===== src/rtl/imem_loader_if.sv =====
// Byte-stream source handshake plus instruction-memory write port for imem_loader.
// The master drives the byte stream and observes writes; the slave is the loader.
interface imem_loader_if #(
    parameter int ADDR_W  = 16,
    parameter int INSTR_W = 24
);
    logic               byte_valid;
    logic [7:0]         byte_data;
    logic               byte_ready;
    logic               im_wr_en;
    logic [ADDR_W-1:0]  im_wr_addr;
    logic [INSTR_W-1:0] im_wr_data;

    modport master (
        output byte_valid, byte_data,
        input  byte_ready, im_wr_en, im_wr_addr, im_wr_data
    );

    modport slave (
        input  byte_valid, byte_data,
        output byte_ready, im_wr_en, im_wr_addr, im_wr_data
    );
endinterface


===== src/rtl/imem_loader.sv =====
// Instruction-memory loader: length-prefixed byte stream -> 24-bit words at addr 0..N-1.
// Optional trailing XOR checksum byte enabled by defining LOADER_CHECKSUM_EN.
module imem_loader #(
    parameter int ADDR_W  = 16,
    parameter int INSTR_W = 24,
    parameter int DEPTH   = 256
) (
    input  logic          clk,
    input  logic          reset,
    input  logic          start,
    imem_loader_if.slave  bus,
    output logic          core_reset,
    output logic          busy,
    output logic          done,
    output logic          err
);

    typedef enum logic [2:0] {
        S_IDLE,
        S_LEN_HI,
        S_LEN_LO,
        S_PAYLOAD,
`ifdef LOADER_CHECKSUM_EN
        S_CHECK,
`endif
        S_DONE,
        S_ERR
    } state_t;

    // State entered once the payload (or an empty image) is complete.
`ifdef LOADER_CHECKSUM_EN
    localparam state_t S_FINAL = S_CHECK;
`else
    localparam state_t S_FINAL = S_DONE;
`endif

    state_t             state_q, state_d;
    logic [7:0]         len_hi_q;
    logic [15:0]        n_q;
    logic [1:0]         byte_cnt_q;
    logic [ADDR_W-1:0]  word_idx_q;
    logic [15:0]        hold_q;
    logic [15:0]        len_full;
    logic               oversize;
    logic               last_word;
    logic               accept;
    logic               restart;
`ifdef LOADER_CHECKSUM_EN
    logic [7:0]         csum_q;
`endif

    assign len_full  = {len_hi_q, bus.byte_data};
    assign oversize  = 32'(len_full) > 32'(DEPTH);
    assign last_word = (word_idx_q == ADDR_W'(n_q - 16'd1));
    assign accept    = bus.byte_valid && bus.byte_ready;
    assign restart   = start && (state_q == S_IDLE || state_q == S_DONE || state_q == S_ERR);

    always_ff @(posedge clk) begin
        if (reset) state_q <= S_IDLE;
        else       state_q <= state_d;
    end

    always_comb begin
        state_d        = state_q;
        bus.byte_ready = 1'b0;
        busy           = 1'b0;
        done           = 1'b0;
        err            = 1'b0;
        core_reset     = 1'b1;
        case (state_q)
            S_IDLE: begin
                if (start) state_d = S_LEN_HI;
            end
            S_LEN_HI: begin
                bus.byte_ready = 1'b1;
                busy           = 1'b1;
                if (bus.byte_valid) state_d = S_LEN_LO;
            end
            S_LEN_LO: begin
                bus.byte_ready = 1'b1;
                busy           = 1'b1;
                if (bus.byte_valid) begin
                    if (oversize)              state_d = S_ERR;
                    else if (len_full == '0)   state_d = S_FINAL;
                    else                       state_d = S_PAYLOAD;
                end
            end
            S_PAYLOAD: begin
                bus.byte_ready = 1'b1;
                busy           = 1'b1;
                if (bus.byte_valid && byte_cnt_q == 2'd2 && last_word) state_d = S_FINAL;
            end
`ifdef LOADER_CHECKSUM_EN
            S_CHECK: begin
                bus.byte_ready = 1'b1;
                busy           = 1'b1;
                if (bus.byte_valid) state_d = (bus.byte_data == csum_q) ? S_DONE : S_ERR;
            end
`endif
            S_DONE: begin
                done       = 1'b1;
                core_reset = 1'b0;
                if (start) state_d = S_LEN_HI;
            end
            S_ERR: begin
                err = 1'b1;
                if (start) state_d = S_LEN_HI;
            end
            default: state_d = S_IDLE;
        endcase
    end

    // Word assembly: first two bytes park in hold_q, the third completes the write.
    always_ff @(posedge clk) begin
        if (reset) begin
            len_hi_q       <= '0;
            n_q            <= '0;
            byte_cnt_q     <= '0;
            word_idx_q     <= '0;
            hold_q         <= '0;
            bus.im_wr_en   <= 1'b0;
            bus.im_wr_addr <= '0;
            bus.im_wr_data <= '0;
`ifdef LOADER_CHECKSUM_EN
            csum_q         <= '0;
`endif
        end else begin
            bus.im_wr_en <= 1'b0;
            if (restart) begin
                byte_cnt_q <= '0;
                word_idx_q <= '0;
`ifdef LOADER_CHECKSUM_EN
                csum_q     <= '0;
`endif
            end else if (accept) begin
                case (state_q)
                    S_LEN_HI: len_hi_q <= bus.byte_data;
                    S_LEN_LO: n_q      <= len_full;
                    S_PAYLOAD: begin
`ifdef LOADER_CHECKSUM_EN
                        csum_q <= csum_q ^ bus.byte_data;
`endif
                        if (byte_cnt_q == 2'd2) begin
                            byte_cnt_q     <= '0;
                            bus.im_wr_en   <= 1'b1;
                            bus.im_wr_addr <= word_idx_q;
                            bus.im_wr_data <= INSTR_W'({hold_q, bus.byte_data});
                            word_idx_q     <= word_idx_q + 1'b1;
                        end else begin
                            byte_cnt_q <= byte_cnt_q + 2'd1;
                            hold_q     <= {hold_q[7:0], bus.byte_data};
                        end
                    end
                    default: ;
                endcase
            end
        end
    end

endmodule


===== src/flat_wrapper.sv =====
// flat-port wrapper written by rule: the top's interface ports become plain ports
module imem_loader_flat 
#(
    parameter int ADDR_W  = 16,
    parameter int INSTR_W = 24,
    parameter int DEPTH   = 256
)
  (clk, reset, start, core_reset, busy, done, err, bus_byte_valid, bus_byte_data, bus_byte_ready, bus_im_wr_en, bus_im_wr_addr, bus_im_wr_data);
  imem_loader_if #(.ADDR_W(ADDR_W), .INSTR_W(INSTR_W)) bus_i ();
  input  logic clk;
  input  logic reset;
  input  logic start;
  output logic core_reset;
  output logic busy;
  output logic done;
  output logic err;
  input wire logic [$bits(bus_i.byte_valid)-1:0] bus_byte_valid;
  input wire logic [$bits(bus_i.byte_data)-1:0] bus_byte_data;
  output wire logic [$bits(bus_i.byte_ready)-1:0] bus_byte_ready;
  output wire logic [$bits(bus_i.im_wr_en)-1:0] bus_im_wr_en;
  output wire logic [$bits(bus_i.im_wr_addr)-1:0] bus_im_wr_addr;
  output wire logic [$bits(bus_i.im_wr_data)-1:0] bus_im_wr_data;
  assign bus_i.byte_valid = bus_byte_valid;
  assign bus_i.byte_data = bus_byte_data;
  assign bus_byte_ready = bus_i.byte_ready;
  assign bus_im_wr_en = bus_i.im_wr_en;
  assign bus_im_wr_addr = bus_i.im_wr_addr;
  assign bus_im_wr_data = bus_i.im_wr_data;
  imem_loader #(.ADDR_W(ADDR_W), .INSTR_W(INSTR_W), .DEPTH(DEPTH)) u_core (.clk(clk), .reset(reset), .start(start), .bus(bus_i), .core_reset(core_reset), .busy(busy), .done(done), .err(err));
endmodule

===== config.mk =====
export PLATFORM = sky130hd
export DESIGN_NAME = imem_loader_flat
export DESIGN_NICKNAME = d
export VERILOG_FILES = /design/src/rtl/imem_loader_if.sv /design/src/rtl/imem_loader.sv /design/src/flat_wrapper.sv
export SDC_FILE = /design/constraint.sdc
export NUM_CORES = 1
export LEC_CHECK = 0
export CAP_MARGIN = 20
export CORE_MARGIN = 3
export CORE_UTILIZATION = 30
export DETAILED_ROUTE_END_ITERATION = 12
export PLACE_DENSITY_LB_ADDON = 0.05
export SYNTH_ARGS = -nofsm -noshare
export SYNTH_HDL_FRONTEND = slang
export SYNTH_SLANG_ARGS = --single-unit

===== constraint.sdc =====
create_clock -name clk -period 3.1 [get_ports clk]
set_input_delay 0.62 -clock clk [delete_from_list [all_inputs] [get_ports clk]]
set_output_delay 0.62 -clock clk [all_outputs]
set_load 0.05 [all_outputs]

==> Yosys cells after proc, flatten, opt, wreduce, memory -nomap -nowiden <==
Index checks and enable logic that the tools add are counted.
{ "totals": {"register_bits": 102, "out_inout_bits": 46, "wordCells": 60} }
{ "op_classes": {"addsub": 3, "order_cmp": 1, "n_eq_ne": 11, "mux": 13, "n_bitwise": 4, "reduce_logical": 19} }
{ "op_table": {"columns": ["op", "count"], "rows": [
  ["$mux 3", 6],
  ["$add 16x1->16 const B", 1],
  ["$eq 16x16->1", 1],
  ["$gt 16x9->1 const B", 1],
  ["$logic_not 16->1", 1],
  ["$sub 16x1->16 const B", 1],
  ["$pmux 3 s4", 1],
  ["$reduce_and 4->1", 3],
  ["$reduce_and 3->1", 3],
  ["$eq 3x2->1 const B", 2],
  ["$eq 3x3->1 const B", 2],
  ["$reduce_or 3->1", 2],
  ["$mux 1", 5],
  ["$logic_and 1x1->1", 4],
  ["$ne 2x1->1 const B", 2],
  ["$ne 2x2->1 const B", 2],
  ["$not 1->1", 4],
  ["$reduce_or 4->1", 1],
  ["$eq 3x1->1 const B", 1],
  ["$logic_not 3->1", 1],
  ["$add 2x1->2 const B", 1],
  ["$eq 2x2->1 const B", 1],
  ["$logic_or 1x1->1", 2],
  ["$mux 2", 1],
  ["2 further kinds", 2]
]} }

==> Logic depth before layout (Yosys ltp) <==
Gate-level depths: netlist (run 1).
{ "logic_depth": {"word_depth": 6, "ltp_mapped": 9, "mapped_depth_nobuf": 9} }

==> Worst setup path before layout (run 1) <==
Ideal clock, no wire load.
{ "synth_path": {"path_kind": "register -> output", "from": "register u_core.state_q[0]", "to": "output port busy", "t_arrival_ns": 1.738, "required_ns": 2.480, "setup_slack_ns": 0.742, "stages_incl_launch_ff": 5, "cell_sequence": "dfxtp_1 -> clkbuf_1 -> nor2_1 -> nor2_1 -> buf_4"} }
{ "synth_between": {"elab_chain_len": 3} }
{ "synth_rtl": {"columns": ["item", "line_no", "rtl"], "rows": [
  ["from (decl)", "imem_loader.sv:37", "state_t state_q, state_d;"],
  ["from (signal assigned)", "imem_loader.sv:60", "else state_q <= state_d;"],
  ["$eq 3x1->1 / $eq 3x2->1 (equally long branches)", null, null],
  ["$reduce_or 3->1 (no source line) (*)", null, null],
  ["$mux 1 (*)", null, null],
  ["to (decl)", "flat_wrapper.sv:14", "output logic busy;"]
]} }
Every way passes the cells marked *; elsewhere a longest branch is shown, timed or not.

==> Worst setup path in the final report (run 1) <==
{ "layout_path": {"from": "register u_core.state_q[1]", "to": "output port err"} }
{ "layout_between": {"elab_chain_len": 2} }
{ "layout_rtl": {"columns": ["item", "line_no", "rtl"], "rows": [
  ["$eq 3x3->1", "imem_loader.sv:70", "case (state_q)"],
  ["$mux 1", "imem_loader.sv:70", null],
  ["to (decl)", "flat_wrapper.sv:16", "output logic err;"]
]} }
Every way passes these cells.

==> reports/metrics.csv, run 1 <==
stage;metric;value;unit
sta;worstMarginPinSlew;0.517;ns
worst_setup_path;r2r-start;u_core.n_q[0];
grt;grt_max_degree;47;
worst_setup_path;worstRegToRegCells;8;
synth;synth_area;4390;um2
cells_and_area;drive_above_1_share;0.0615;
worst_setup_path;path_max_fanout;11;
floorplan;die_y;127;um
power;vdd_drop_max;277;uV
clock_tree;root_buffer;clkbuf_16;
power;p_leak;0.00180;uW
placed_design;place_ws;0.405;ns
synth;synth_seq_area_share;0.465;
sta;fin_setup_tns;0;ns
synth;synth_nets;584;
placed_design;dp_cells;784;
synth;yosysTopAreaCell;dfxtp_1;
worst_setup_path;cp-end-kind;primary output;
sta;finalHoldViolations;0;
sta;slew_viol_final;0;
grt;gr-total-overflow;0;
floorplan;io_pins;58;
synth;synth_top_area_frac;0.465;
placed_design;place_congestion;0.834;
sta;fmaxAchievable;0.384;GHz
routing;routed_via_density;4.83;
worst_setup_path;crit_path_start;u_core.state_q[1];
grt;grt_usage;0.149;
worst_setup_path;cp_data_arrival_time;1.99;ns
cells_and_area;area_delta_synth_final;22.9;%
worst_setup_path;cp.required;2.48;ns
worst_hold_path;hold_path_class;reg -> reg;
sta;rsz0062_at_grt;no;
synth;synth-seq-cells;102;
clock_tree;insertion_delay;0.34;ns
synth;synth_area_leaders;dfxtp_1, nand2_1, a21oi_1;
synth;ys.flop_type;dfxtp_1;
clock_tree;cts_max_level;3;
clock_tree;cts_buffers;9;
floorplan;std_cell_rows;43;
grt;grt_pass1_vias;3741;
synth;synthArstFlopShare;0;
worst_hold_path;min_to;u_core.bus.im_wr_data[19];
worst_setup_path;path_class;reg -> out;
routing;wire_per_inst;14.7;um
clock_tree;tritoncts;done;
synth;yosysMostFrequentCell;nand2_1;
synth;synth_commonest_cells;nand2_1, dfxtp_1, a21oi_1, nor2_1, clkbuf_1;
routing;firstDrtPassIters;4;
worst_hold_path;holdPathStages;2;
sta;fin_crit;2.61;ns
grt;grt_pass1_wl;19.2;mm
routing;dr_total_vias;3856;
floorplan;die_area;16100;um2
sta;setup_viol;0;
placed_design;io_buffers;57;
routing;wirelength;11.8;mm
routing;first_iter_violations;212;
sta;skew;0.00397;ns
worst_setup_path;reg2reg_slack;0.63;ns
synth;avgSynthCellArea;7.70;um2
cells_and_area;nNetsFinal;629;
synth;synth-edff-count;0;
grt;antenna_found_initial;0;
routing;ant_nets;0;
floorplan;start_util;0.311;
clock_tree;cts_setup_buffers;0;
worst_hold_path;hp-start;u_core.hold_q[11];
sta;relSlewSlack;0.654;
floorplan;die_w;127;um
clock_tree;cts.path.max_buffers;2;
clock_tree;cts_resized;0;
sta;setup_slack;0.493;ns
job;maxCapViolations;0;
synth;syn_inst;570;
synth;synth.distinct_cells;47;
power;p_per_area;591;nW/um2
routing;drc;0;
cells_and_area;diodes;0;
floorplan;core_area;14100;um2
sta;finalCritPeriodShare;0.841;
clock_tree;postCtsHoldBufs;0;
clock_tree;clkSlewWorstSetupHoldPaths;0.06;ns
worst_setup_path;r2r-end;u_core.state_q[0];
outcome;status;complete, no violations;
cells_and_area;stdcell_count;798;
synth;yosys_warnings;0;
clock_tree;cts_sinks;102;
placed_design;hpwlAfterDp;8.32;mm
worst_setup_path;start_kind;flop;
## registers in the layout (all words and copies together), names as in the netlist
register / count
u_core.byte_cnt_q: 2
u_core.hold_q: 16
u_core.bus.im_wr_en: 1
u_core.n_q: 16
u_core.bus.im_wr_addr: 16
u_core.word_idx_q: 16
u_core.state_q: 3
u_core.bus.im_wr_data: 24
u_core.len_hi_q: 8
## layout by cell type, fill, tap and decap left out, types with 5 or more instances in the layout
master | synthesis | routed
or3_1 | 6 | 6
nor2_1 | 34 | 34
clkbuf_16 | 0 | 9
inv_1 | 7 | 7
nor4_1 | 5 | 5
nand4_1 | 7 | 7
and3_1 | 5 | 5
nand2_1 | 179 | 179
buf_4 | 1 | 14
nand3_1 | 11 | 11
o21ai_0 | 9 | 9
a21oi_1 | 88 | 88
xor2_1 | 15 | 15
xnor2_1 | 18 | 18
dfxtp_1 | 102 | 102
clkdlybuf4s50_1 | 0 | 56
## layout make-up
type,count,area (um2)
fillers,1528,8700
flip-flops and latches,102,2040
inverters,7,26.3
multi-input cells,424,2170
clock buffers,13,250
clock inverters,1,7.51
repair buffers,71,671
well taps,180,225
## critical path: stages (launching register included)
cell             delay (ns)
dfxtp_1                0.55
inv_1                  0.20
and3_1                 0.21
clkdlybuf4s50_1        0.69
## how the worst max path moves through the flow
stage                                  to
floorplan                            busy
global placement    u_core.word_idx_q[11]
detailed placement  u_core.word_idx_q[13]
CTS                                   err
global route                         busy
finish                                err
## metal layers
layer,track usage,up-vias,part of all wire
li1,-,1986,-
met1,0.198,1789,0.48
met2,0.242,65,0.47
met3,0.0328,16,0.033
met4,0.0505,0,0.019
met5,0,-,0
## cell families after synthesis
family          count (synthesis)  synth area share
simple gates                  272             0.273
compound gates                116             0.145
flops                         102             0.465
buf+inv                        44            0.0402
xor+xnor                       33            0.0659
fa+ha+maj                       2           0.00570
mux                             1           0.00513
## stage by stage
step                      instance area [um2]  hold slack [ns]   util  total power (uW)
final                                    5400            0.454  0.383              3190
after CTS                                5400            0.457  0.383              3240
after detailed placement                 5140            0.447  0.364              2200
after floorplan                          4390            0.432      -              2020
after global placement                   5140            0.439  0.364              2200
after global routing                     5400            0.475  0.383              3380
## where the power goes
group	switching, uW	internal (uW)
Sequential	76.1	1360
Clock	461	559
Combinational	447	283
Note: power is estimated with default switching activity, not from simulation.
==> run 2: changes to the inputs <==
Clock period 3.1 ns to 2.3 ns, I/O delays scaled along.
==> run 2 against run 1 <==
  * Sequential power grew 32%
  * Sequential share of layout area shrank 2.0 points
  * Combinational power grew 64%
  * Via count grew 2.2%
  * Clock power grew 54%
  * Largest power group unchanged
  * Highest routed layer unchanged
==> reports/metrics.csv, run 2 (same netlist as run 1, synthesis figures left out) <==
stage;metric;value;unit
worst_setup_path;cp-end-kind;flop;
grt;grt_max_degree;78;
worst_setup_path;path_max_fanout;3;
floorplan;die_y;127;um
worst_setup_path;reg2reg_slack;0.13;ns
routing;dr_total_vias;3939;
cells_and_area;diodes;0;
placed_design;place_congestion;0.883;
worst_setup_path;cp_data_arrival_time;2.47;ns
routing;routed_via_density;4.80;
cells_and_area;largest_reg_flops;24;
grt;grt_pass1_vias;3836;
cells_and_area;utilization;0.405;
routing;drc;0;
worst_setup_path;cp_slowest_stage_delay;0.57;ns
sta;fmaxAchievable;0.460;GHz
job;maxCapViolations;0;
cells_and_area;final_cell_mix;nand2_1, dfxtp_1, a21oi_1;
placed_design;hpwlAfterDp;8.34;mm
cells_and_area;nNetsFinal;649;
sta;finalHoldViolations;0;
grt;grt_usage;0.153;
clock_tree;cts.path.max_buffers;2;
sta;fin_setup_tns;0;ns
power;finalPower;4680;uW
sta;setup_viol;0;
worst_setup_path;cp.required;2.59;ns
clock_tree;clkSlewWorstSetupHoldPaths;0.07;ns
grt;antenna_found_initial;0;
worst_setup_path;path_class;reg -> reg;
grt;grt_pass1_wl;19.9;mm
sta;slew_viol_final;0;
floorplan;core_area;14100;um2
clock_tree;insertion_delay;0.35;ns
clock_tree;postCtsHoldBufs;0;
clock_tree;cts_buffers;9;
worst_setup_path;crit_top_cell;nor4_4;
outcome;status;complete, no violations;
floorplan;io_pins;58;
power;p_leak;0.00197;uW
floorplan;die_w;127;um
power;p_per_area;820;nW/um2
cells_and_area;drive_above_1_share;0.120;
clock_tree;root_buffer;clkbuf_16;
floorplan;std_cell_rows;43;
cells_and_area;mostFrequentLayoutCell;nand2_1;
worst_hold_path;hold_path_class;in -> reg;
grt;gr-total-overflow;0;
worst_setup_path;worstPathCellList;or4_4 > nor4_4 > buf_4 > a21oi_1 > a41oi_2 > nand2_1 > nor4_4 > o211a_1;
floorplan;die_area;16100;um2
sta;fin_crit;2.17;ns
power;vdd_drop_max;382;uV
cells_and_area;multiInputGateArea;2250;um2
worst_setup_path;start_kind;flop;
sta;skew;0.00715;ns
routing;wire_per_inst;14.6;um
sta;setup_slack;0.128;ns
cells_and_area;nFillCells;1471;
sta;rsz0062_at_grt;yes;
sta;finalCritPeriodShare;0.944;
clock_tree;cts_max_level;3;
placed_design;io_buffers;57;
clock_tree;tritoncts;done;
routing;ant_nets;0;
clock_tree;cts_sinks;102;
sta;relSlewSlack;0.656;
floorplan;start_util;0.311;
routing;wirelength;11.9;mm
sta;worstMarginPinSlew;0.515;ns
cells_and_area;regMostFlops;u_core.bus.im_wr_data;
worst_setup_path;cp_slowest_cell;or4_4;
routing;first_iter_violations;282;
routing;firstDrtPassIters;4;
placed_design;place_ws;-0.0157;ns
cells_and_area;regArea;2040;um2
cells_and_area;area_delta_synth_final;30.0;%
-- run 2: cell count changes in the layout (fill, tap and decap cells not counted), sizes merged --
cell / before / now
clkbuf: 13 / 12
buf: 15 / 40
clkdlybuf4s50: 56 / 51
bufinv: 0 / 1
inv: 7 / 8
clkinvlp: 1 / 0
clkinv: 0 / 2
-- run 2: final timing paths --
| kind | depth (start not counted) | to | start |
|---|---|---|---|
| worst max-delay path | 8 | u_core.state_q[2] | u_core.n_q[0] |
| worst min-delay path | 2 | u_core.n_q[10] | reset |
| worst max register to register | 8 | u_core.state_q[2] | u_core.n_q[0] |
| worst min register to register | 2 | u_core.bus.im_wr_data[21] | u_core.hold_q[13] |
-- run 2: final cells by class --
type,instances,share of cell area
clock buffer,12,0.0450
tap,180,0.0395
multi-input combinational,424,0.394
inverter,7,0.00461
sequential,102,0.358
timing repair buffer,91,0.149
clock inverter,4,0.00921
-- run 2: power breakdown --
group	switching [uW]	internal (uW)	total, uW
clock network	664	908	1570
logic	694	509	1200
registers	64.7	1840	1900
total	1420	3260	4680
-- run 2: critical path: cells and delay by family (launching register included) --
family | cells | cell delay [ns]
compound gates | 3 | 0.41
buf+inv | 1 | 0.15
flops | 1 | 0.33
simple gates | 4 | 1.23
-- run 2: timing repair --
action                                  in CTS  in global routing
pin swaps                                    1                 12
gates resized for setup                      3                 14
setup buffers                                0                  2
cloned                                       0                  0
endpoints found under the setup margin       3                  3
-- run 2: routing by layer --
| layer | GRT usage | up-vias | wire [um] |
|---|---|---|---|
| met4 | 0.0473 | 0 | 250 |
| met2 | 0.247 | 68 | 5470 |
| met1 | 0.202 | 1832 | 5820 |
| li1 | - | 2022 | - |
| met3 | 0.0392 | 17 | 404 |
| met5 | 0 | - | 0 |
-- run 2: metrics by stage --
step,area (um2),hold slack [ns],std cells
global route,5700,0.420,820
global placement,5300,0.444,802
floorplan,4390,0.432,570
CTS,5630,0.386,818
detailed placement,5300,0.448,802
finish,5700,0.408,820
==> run 3: changes to the inputs <==
Settings changed: MAX_ROUTING_LAYER from default to met4, TNS_END_PERCENT from default to 5.
==> run 3 against run 2 <==
  * Clock power barely moved
  * Sequential cell count stayed put
  * Global-route usage is 0.45 points higher
  * Clock skew is essentially flat
  * Via count grew 0.38%
  * Routed wire length is 0.24% higher
  * Utilization is the same
  * Die area is the same
  * Critical path depth did not move
==> reports/metrics.csv, run 3 (same netlist as run 1, synthesis figures left out) <==
stage;metric;value;unit
worst_setup_path;cp_slowest_cell;or4_4;
sta;setup_viol;0;
worst_setup_path;cp-end-kind;flop;
floorplan;die_w;127;um
worst_setup_path;path_class;reg -> reg;
clock_tree;cts_buffers;9;
worst_setup_path;cp.required;2.52;ns
cells_and_area;multiInputGateArea;2250;um2
sta;relSlewSlack;0.656;
routing;dr_total_vias;3954;
grt;grt_usage;0.158;
grt;antenna_found_initial;0;
grt;grt_pass1_vias;3835;
worst_setup_path;path_delay_family;simple AND/OR/NAND/NOR gates;
clock_tree;clkSlewWorstSetupHoldPaths;0.07;ns
power;p_leak;0.00197;uW
sta;skew;0.00690;ns
worst_setup_path;crit_path_start;u_core.n_q[0];
floorplan;std_cell_rows;43;
cells_and_area;largest_reg_flops;24;
clock_tree;cts_max_level;3;
power;vdd_drop_max;382;uV
floorplan;die_area;16100;um2
cells_and_area;regArea;2040;um2
floorplan;die_y;127;um
clock_tree;cts_sinks;102;
clock_tree;tritoncts;done;
cells_and_area;final_cell_mix;nand2_1, dfxtp_1, a21oi_1;
worst_setup_path;start_kind;flop;
worst_setup_path;crit_top_cell;nor4_4;
routing;wire_per_inst;14.6;um
clock_tree;root_buffer;clkbuf_16;
grt;grt_pass1_wl;19.9;mm
routing;ant_nets;0;
sta;finalHoldViolations;0;
outcome;status;complete, no violations;
routing;firstDrtPassIters;4;
cells_and_area;nFillCells;1471;
placed_design;place_congestion;0.898;
worst_hold_path;hold_path_class;in -> reg;
clock_tree;insertion_delay;0.35;ns
routing;first_iter_violations;313;
cells_and_area;mostFrequentLayoutCell;nand2_1;
routing;wirelength;12.0;mm
power;p_per_area;820;nW/um2
cells_and_area;regMostFlops;u_core.bus.im_wr_data;
grt;grt_max_degree;78;
floorplan;start_util;0.311;
sta;worstMarginPinSlew;0.514;ns
cells_and_area;nNetsFinal;649;
worst_setup_path;cp_data_arrival_time;2.39;ns
routing;routed_via_density;4.82;
cells_and_area;diodes;0;
cells_and_area;area_delta_synth_final;30.0;%
sta;slew_viol_final;0;
clock_tree;postCtsHoldBufs;0;
job;maxCapViolations;0;
cells_and_area;drive_above_1_share;0.120;
sta;rsz0062_at_grt;yes;
sta;fmaxAchievable;0.460;GHz
sta;fin_setup_tns;0;ns
floorplan;core_area;14100;um2
placed_design;hpwlAfterDp;8.34;mm
sta;fin_crit;2.17;ns
floorplan;io_pins;58;
worst_hold_path;hp-start;reset;
worst_setup_path;worstPathCellList;or4_4 > nor4_4 > buf_4 > a21oi_1 > a41oi_2 > nand2_1 > nor4_4 > o22ai_1;
placed_design;io_buffers;57;
worst_setup_path;critical_path_buf_inv_count;1;
worst_setup_path;path_max_fanout;3;
sta;finalCritPeriodShare;0.945;
power;finalPower;4680;uW
clock_tree;cts.path.max_buffers;2;
grt;gr-total-overflow;0;
routing;drc;0;
worst_setup_path;cp_slowest_stage_delay;0.57;ns
worst_setup_path;r2r-start;u_core.n_q[0];
[run 3: path summary, 6_finish.rpt]
path	to	cells after the start	slack [ns]
max	u_core.state_q[0]	8	0.13
min	u_core.n_q[8]	2	0.41
max reg2reg	u_core.state_q[0]	8	0.13
min reg2reg	u_core.bus.im_wr_data[16]	2	0.45
[run 3: stage by stage]
step	cell area, um2	utilization	cells	hold slack [ns]	setup WS [ns]
2_1_floorplan	4390	-	570	0.432	0.0735
3_3_place_gp	5300	0.376	802	0.444	0.0441
3_5_place_dp	5300	0.376	802	0.448	-0.0157
4_1_cts	5630	0.399	818	0.386	0.00586
5_1_grt	5700	0.405	820	0.420	-0.0426
6_report	5700	0.405	820	0.409	0.127
[run 3: cell type report]
class,instances,share of cell area
clock buffers,12,0.0450
clock inverters,4,0.00921
inverters,7,0.00461
multi-input cells,424,0.394
flip-flops and latches,102,0.358
well taps,180,0.0395
repair buffers,91,0.149
[run 3: timing repair]
action,4_1_cts,5_1_grt
pin swaps,1,11
cloned,0,0
setup endpoints to repair,3,3
gates resized for setup,3,14
setup buffers,0,2
[run 3: where the power goes]
| part | internal, uW | switching, uW | total [uW] |
|---|---|---|---|
| Combinational | 509 | 693 | 1200 |
| Clock | 908 | 662 | 1570 |
| Sequential | 1840 | 65.5 | 1900 |
| Total | 3260 | 1420 | 4680 |
[run 3: metal layers]
layer | GRT usage | up-vias | wire [um]
met2 | 0.247 | 77 | 5500
met4 | 0.0473 | 0 | 240
met1 | 0.202 | 1841 | 5760
li1 | - | 2024 | -
met5 | - | - | 0
met3 | 0.0375 | 12 | 470
